==> src/rtl/ntt_coef_loader_if.sv <==
// Stream and core-load bundles for ntt_coef_loader.
// Stream handshake: a beat transfers on a rising edge where s_valid and s_ready are both high;
// s_data must be stable while s_valid is high, and ready never depends combinationally on valid.
interface ntt_stream_if;
    logic        s_valid;
    logic [31:0] s_data;
    logic        s_ready;

    modport master (output s_valid, s_data, input s_ready);
    modport slave  (input s_valid, s_data, output s_ready);
endinterface

interface ntt_core_if #(parameter int AW = 8);
    logic          core_rst;
    logic          start;
    logic          mode;
    logic          we;
    logic [AW-1:0] address_ina;
    logic [AW-1:0] address_inb;
    logic [15:0]   data_ina;
    logic [15:0]   data_inb;
    logic          core_done;

    modport master (output core_rst, start, mode, we, address_ina, address_inb,
                    data_ina, data_inb, input core_done);
    modport slave  (input core_rst, start, mode, we, address_ina, address_inb,
                    data_ina, data_inb, output core_done);
endinterface

==> src/rtl/ntt_coef_loader.sv <==
// Streams one polynomial of packed coefficient pairs into the NTT core RAM, reducing each
// coefficient mod Q, then releases the core and waits for its done level.
module ntt_coef_loader #(
    parameter int Q     = 3329,
    parameter int BEATS = 64,
    parameter int AW    = 8
) (
    input  logic           clk,
    input  logic           rst_n,
    input  logic           go,
    input  logic           mode_in,
    ntt_stream_if.slave    s_if,
    ntt_core_if.master     c_if,
    output logic           busy,
    output logic           job_done,
    output logic           coef_err,
    output logic [2:0]     dbg_state
);
    localparam int KW = $clog2(BEATS);

    typedef enum logic [2:0] {
        S_IDLE   = 3'd0,
        S_CLR    = 3'd1,
        S_LOAD   = 3'd2,
        S_SETTLE = 3'd3,
        S_RUN    = 3'd4
    } state_t;

    state_t          state_q, state_d;
    logic [KW-1:0]   k_q, k_d;
    logic            mode_q, mode_d;
    logic            we_q, we_d;
    logic            coef_err_q, coef_err_d;
    logic            job_done_q, job_done_d;
    logic [AW-1:0]   addr_a_q, addr_a_d, addr_b_q, addr_b_d;
    logic [15:0]     data_a_q, data_a_d, data_b_q, data_b_d;
    logic            beat_acc;
    logic            last_beat;
    logic [16:0]     red_a, red_b;

    // Returns {out_of_range, reduced value}; anything at or above 2Q is forced to zero.
    function automatic logic [16:0] reduce(input logic [15:0] x);
        logic [16:0] xe;
        xe = {1'b0, x};
        if (xe >= 17'(2 * Q))
            return {1'b1, 16'd0};
        else if (xe >= 17'(Q))
            return {1'b0, 16'(xe - 17'(Q))};
        return {1'b0, x};
    endfunction

    assign red_a     = reduce(s_if.s_data[15:0]);
    assign red_b     = reduce(s_if.s_data[31:16]);
    assign last_beat = (k_q == KW'(BEATS - 1));

    always_ff @(posedge clk or negedge rst_n) begin
        if (!rst_n) state_q <= S_IDLE;
        else        state_q <= state_d;
    end

    // Done is only honoured in RUN so a level left over from the previous job cannot end this one.
    always_comb begin
        state_d = state_q;
        case (state_q)
            S_IDLE:   if (go) state_d = S_CLR;
            S_CLR:    state_d = S_LOAD;
            S_LOAD:   if (beat_acc && last_beat) state_d = S_SETTLE;
            S_SETTLE: state_d = S_RUN;
            S_RUN:    if (c_if.core_done) state_d = S_IDLE;
            default:  state_d = S_IDLE;
        endcase
    end

    always_comb begin
        s_if.s_ready  = (state_q == S_LOAD);
        c_if.core_rst = (state_q == S_CLR);
        c_if.start    = (state_q == S_CLR) || (state_q == S_LOAD) || (state_q == S_SETTLE);
        busy          = (state_q != S_IDLE);
        beat_acc      = (state_q == S_LOAD) && s_if.s_valid;
        dbg_state     = state_q;
    end

    always_comb begin
        k_d        = k_q;
        mode_d     = mode_q;
        coef_err_d = coef_err_q;
        addr_a_d   = addr_a_q;
        addr_b_d   = addr_b_q;
        data_a_d   = data_a_q;
        data_b_d   = data_b_q;
        we_d       = beat_acc;
        job_done_d = (state_q == S_RUN) && c_if.core_done;
        if (state_q == S_IDLE) begin
            k_d = '0;
            if (go) begin
                mode_d     = mode_in;
                coef_err_d = 1'b0;
            end
        end
        if (beat_acc) begin
            addr_a_d   = AW'({k_q, 1'b0});
            addr_b_d   = AW'({k_q, 1'b1});
            data_a_d   = red_a[15:0];
            data_b_d   = red_b[15:0];
            coef_err_d = coef_err_q | red_a[16] | red_b[16];
            k_d        = k_q + KW'(1);
        end
    end

    always_ff @(posedge clk or negedge rst_n) begin
        if (!rst_n) begin
            k_q        <= '0;
            mode_q     <= 1'b0;
            we_q       <= 1'b0;
            coef_err_q <= 1'b0;
            job_done_q <= 1'b0;
            addr_a_q   <= '0;
            addr_b_q   <= '0;
            data_a_q   <= '0;
            data_b_q   <= '0;
        end else begin
            k_q        <= k_d;
            mode_q     <= mode_d;
            we_q       <= we_d;
            coef_err_q <= coef_err_d;
            job_done_q <= job_done_d;
            addr_a_q   <= addr_a_d;
            addr_b_q   <= addr_b_d;
            data_a_q   <= data_a_d;
            data_b_q   <= data_b_d;
        end
    end

    assign c_if.mode        = mode_q;
    assign c_if.we          = we_q;
    assign c_if.address_ina = addr_a_q;
    assign c_if.address_inb = addr_b_q;
    assign c_if.data_ina    = data_a_q;
    assign c_if.data_inb    = data_b_q;
    assign coef_err         = coef_err_q;
    assign job_done         = job_done_q;
endmodule

==> src/flat_wrapper.sv <==
// flat-port wrapper written by rule: the top's interface ports become plain ports
module ntt_coef_loader_flat 
#(
    parameter int Q     = 3329,
    parameter int BEATS = 64,
    parameter int AW    = 8
)
  (clk, rst_n, go, mode_in, busy, job_done, coef_err, dbg_state, s_if_s_valid, s_if_s_data, s_if_s_ready, c_if_core_rst, c_if_start, c_if_mode, c_if_we, c_if_address_ina, c_if_address_inb, c_if_data_ina, c_if_data_inb, c_if_core_done);
  ntt_stream_if s_if_i ();
  ntt_core_if #(.AW(AW)) c_if_i ();
  input  logic clk;
  input  logic rst_n;
  input  logic go;
  input  logic mode_in;
  output logic busy;
  output logic job_done;
  output logic coef_err;
  output logic [2:0] dbg_state;
  input wire logic [$bits(s_if_i.s_valid)-1:0] s_if_s_valid;
  input wire logic [$bits(s_if_i.s_data)-1:0] s_if_s_data;
  output wire logic [$bits(s_if_i.s_ready)-1:0] s_if_s_ready;
  output wire logic [$bits(c_if_i.core_rst)-1:0] c_if_core_rst;
  output wire logic [$bits(c_if_i.start)-1:0] c_if_start;
  output wire logic [$bits(c_if_i.mode)-1:0] c_if_mode;
  output wire logic [$bits(c_if_i.we)-1:0] c_if_we;
  output wire logic [$bits(c_if_i.address_ina)-1:0] c_if_address_ina;
  output wire logic [$bits(c_if_i.address_inb)-1:0] c_if_address_inb;
  output wire logic [$bits(c_if_i.data_ina)-1:0] c_if_data_ina;
  output wire logic [$bits(c_if_i.data_inb)-1:0] c_if_data_inb;
  input wire logic [$bits(c_if_i.core_done)-1:0] c_if_core_done;
  assign s_if_i.s_valid = s_if_s_valid;
  assign s_if_i.s_data = s_if_s_data;
  assign s_if_s_ready = s_if_i.s_ready;
  assign c_if_core_rst = c_if_i.core_rst;
  assign c_if_start = c_if_i.start;
  assign c_if_mode = c_if_i.mode;
  assign c_if_we = c_if_i.we;
  assign c_if_address_ina = c_if_i.address_ina;
  assign c_if_address_inb = c_if_i.address_inb;
  assign c_if_data_ina = c_if_i.data_ina;
  assign c_if_data_inb = c_if_i.data_inb;
  assign c_if_i.core_done = c_if_core_done;
  ntt_coef_loader #(.Q(Q), .BEATS(BEATS), .AW(AW)) u_core (.clk(clk), .rst_n(rst_n), .go(go), .mode_in(mode_in), .s_if(s_if_i), .c_if(c_if_i), .busy(busy), .job_done(job_done), .coef_err(coef_err), .dbg_state(dbg_state));
endmodule
==> config.mk <==
export PLATFORM = sky130hd
export DESIGN_NAME = ntt_coef_loader_flat
export DESIGN_NICKNAME = d
export VERILOG_FILES = /design/src/rtl/ntt_coef_loader_if.sv /design/src/rtl/ntt_coef_loader.sv /design/src/flat_wrapper.sv
export SDC_FILE = /design/constraint.sdc
export NUM_CORES = 1
export LEC_CHECK = 0
export ABC_AREA = 0
export CAP_MARGIN = 20
export CORE_MARGIN = 1.5
export CORE_UTILIZATION = 51
export CTS_BUF_LIST = sky130_fd_sc_hd__clkbuf_8
export CTS_CLUSTER_DIAMETER = 120
export DETAILED_ROUTE_END_ITERATION = 8
export PLACE_DENSITY = 0.88
export SYNTH_ARGS = -nofsm -noshare
export SYNTH_HDL_FRONTEND = slang
export SYNTH_SLANG_ARGS = --single-unit
==> constraint.sdc <==
create_clock -name clk -period 3.83 [get_ports clk]
set_input_delay 0.766 -clock clk [delete_from_list [all_inputs] [get_ports clk]]
set_output_delay 0.766 -clock clk [all_outputs]
set_load 0.005 [all_outputs]
==> impl_metrics.csv <==
group,metric,value,unit
logic_synthesis,synthTopCellsByArea,"dfrtp_1 44%, nand2_1 8.8%, o21ai_0 5.1%",
drt,via_per_inst,5.71,
power,leakage,1.72,nW
cts,post_cts.repair.setup_buffers,0,
place,preCtsSetupSlack,0.663,ns
grt,grt_overflow,0,
grt,antenna_found_initial,0,
critical_path,r2r_cells,5,
cts,htree_levels,2,
place,gp_congestion,0.981,
drt,drtIter0Drc,100,
place,io_buffers,93,
timing,skew,0.00361,ns
timing,slew_viol_final,0,
flow_run,drv_cap,0,
power,vdd_drop_max,0.300,mV
timing,setup_tns,0,ns
logic_synthesis,synthFlopType,"dfrtp_1",
min_path,worstHoldPathType,"input pin to asynchronous set/reset pin",
critical_path,worstPathMaxFanout,11,
logic_synthesis,synth_edf_count,0,
grt,grt_pass1_vias,2700,
cts,clock_sinks,52,
drt,dr.pass1.iters,5,
power,power_density,477,nW/um2
logic_synthesis,synth_compound_area_share,18.6,%
timing,finalSetupViolations,0,
critical_path,cp.required,4.05,ns
place,dp_hpwl,5830,um
floorplan,row_count,27,
cts,cts_max_path_buffers,2,
logic_synthesis,syn-cell-area,2960,um2
timing,timing.final.ws_setup,0.967,ns
logic_synthesis,yosys_warnings,0,
timing,max_freq,0.349,GHz
cts,cts_root_buffer,"clkbuf_8",
final_layout,multiInputGateArea,1510,um2
grt,grt_max_degree,54,
critical_path,timing.rr.start,"u_core.dbg_state[1]$_DFFE_PN0P_",
logic_synthesis,ys_ff_latch,52,
logic_synthesis,avgSynthCellArea,8.78,um2
floorplan,chipHeight,79.2,um
floorplan,die-width,79.2,um
floorplan,io-pin-count,97,
final_layout,fillCellCount,429,
final_layout,fin_cells,496,
outcome,outcome,"finished clean",
final_layout,drive_above_1_share,5.66,%
drt,post_drt_wl_per_cell,16.0,um
logic_synthesis,synth_top_family_by_area,"simple AND/OR/NAND/NOR gates",
logic_synthesis,yosysMostFrequentCell,"nand2_1",
cts,cts_tree,"yes",
timing,min_period_over_period,74.8,%
grt,grt_pass1_wl,12700,um
critical_path,crit_start,"s_if_s_data[16]",
drt,postRouteAntennaNets,0,
drt,via_count,2834,
floorplan,core_area,5540,um2
drt,wirelength,7920,um
critical_path,ff2ff_setup_slack,1.44,ns
cts,clk-insertion-delay-late,0.30,ns
critical_path,worstPathArrival,3.08,ns
logic_synthesis,yosys.area_share.adder,2.96,%
floorplan,initial_core_util,53.4,%
timing,worst_pin_slew,0.802,ns
cts,clkTransAtPathRegs,0.09,ns
logic_synthesis,synthArstFlopShare,100,%
critical_path,crit_path_end_kind,"flip-flop",
grt,grt_usage,25.4,%
place,place_inst,488,
cts,numCtsBuffers,5,
final_layout,syn_to_final_growth,36.9,%
cts,cts-hold-fix-buffers,0,
timing,rsz0062_at_grt,"false",
final_layout,final_nets,469,
final_layout,antenna_cells,0,
logic_synthesis,yosys.area.top_type_share,44.0,%
critical_path,crit_path_start_kind,"input pin",
timing,hold_viol_final,0,
floorplan,dieArea,6270,um2
logic_synthesis,yosysSeqAreaShare,44.0,%
critical_path,timing.rr.end,"u_core.c_if.data_ina[0]$_DFFE_PN0P_",
logic_synthesis,synth_top_area_cell,"dfrtp_1",
logic_synthesis,synthesis.instances,337,
timing,period_needed,2.86,ns
timing,slew_headroom,46.0,%
logic_synthesis,synthSimpleGateAreaFrac,22.7,%
critical_path,worstSetupPathType,"input pin to flip-flop",
logic_synthesis,synthMuxAreaShare,0.719,%
logic_synthesis,synth_cell_types,54,
final_layout,area.sequential,1300,um2
logic_synthesis,synth_xor_area_share,5.63,%
cts,cts.repair.resized,0,
drt,drc,0,
logic_synthesis,synth_common_cells,"69 x nand2_1, 52 x dfrtp_1, 30 x o21ai_0",
-- placed cells by master, fill, tap and decap left out, types with 3 or more instances in the layout --
master / netlist / routed
nor2_1: 17 / 17
nand3_1: 9 / 9
clkbuf_8: 0 / 5
o31ai_1: 9 / 9
ha_1: 7 / 7
xor2_1: 12 / 12
a21oi_1: 10 / 10
nand4_1: 4 / 4
o211ai_1: 6 / 6
and3_1: 3 / 3
or4_1: 3 / 3
xnor2_1: 7 / 7
inv_1: 12 / 12
conb_1: 1 / 3
nor3_1: 11 / 11
nor4_1: 4 / 4
o2111ai_1: 5 / 5
nand2_1: 69 / 69
buf_4: 9 / 4
o21ai_0: 30 / 30
clkdlybuf4s50_1: 0 / 92
dfrtp_1: 52 / 52
a31oi_1: 4 / 4
-- worst max-delay path by stage --
stage,end,depth (start not counted)
2_1_floorplan,u_core.c_if.data_inb[10]$_DFFE_PN0P_,8
3_3_place_gp,u_core.c_if.data_inb[10]$_DFFE_PN0P_,8
3_5_place_dp,u_core.c_if.data_inb[10]$_DFFE_PN0P_,8
4_1_cts,u_core.c_if.data_inb[10]$_DFFE_PN0P_,8
5_1_grt,u_core.c_if.data_inb[10]$_DFFE_PN0P_,8
6_report,u_core.c_if.data_inb[10]$_DFFE_PN0P_,8
-- power by group --
group          internal, mW  leakage [nW]  total [mW]  switching (mW)
clock                 0.257        0.0642       0.434           0.177
sequential            0.676         0.702       0.773          0.0977
combinational         0.397         0.952       0.722           0.324
-- logic make-up after synthesis --
kind of cell    after synthesis
compound gates               84
xor+xnor                     19
fa+ha+maj                     7
buf+inv                      32
flops                        52
mux                           2
other cells                   1
simple gates                140
-- state kept, by name (all words and copies together), names as in the netlist --
name	cells
u_core.c_if.data_inb	16
u_core.dbg_state	3
u_core.c_if.address_ina	6
u_core.job_done	1
u_core.coef_err	1
u_core.c_if.address_inb	1
u_core.k_q	6
u_core.c_if.we	1
u_core.c_if.mode	1
u_core.c_if.data_ina	16
-- worst max-delay path: stages --
cell	delay (ns)
clkdlybuf4s50_1	0.51
inv_1	0.09
ha_1	0.20
or4_1	0.50
nor4_1	0.19
o21ai_1	0.14
or2_1	0.39
o31ai_2	0.29
-- metrics by stage --
| step | utilization (%) | hold slack (ns) | instance area, um2 | total power, mW |
|---|---|---|---|---|
| finish | 73.1 | 0.275 | 4050 | 1.93 |
| global route | 73.1 | 0.264 | 4050 | 2.04 |
| CTS | 72.7 | 0.483 | 4030 | 1.94 |
| detailed placement | 70.4 | 0.452 | 3900 | 1.50 |
| global placement | 70.4 | 0.450 | 3900 | 1.48 |
| floorplan | - | 0.459 | 2970 | 1.06 |
-- layer usage --
metal	wire length (um)	track usage, %	vias up
li1	-	-	1355
met1	3460	32.8	1373
met2	3930	43.1	91
met3	368	4.37	15
met4	162	8.60	0
met5	0	0	-
-- layout make-up --
class                   count  area share (%)
clock buffers               5            1.70
clock inverters             2            1.48
inverters                  12            1.11
multi-input cells         255            37.2
flip-flops and latches     52            32.1
well taps                  72            2.22
repair buffers             98            24.1
(Power assumes the default switching activity.)
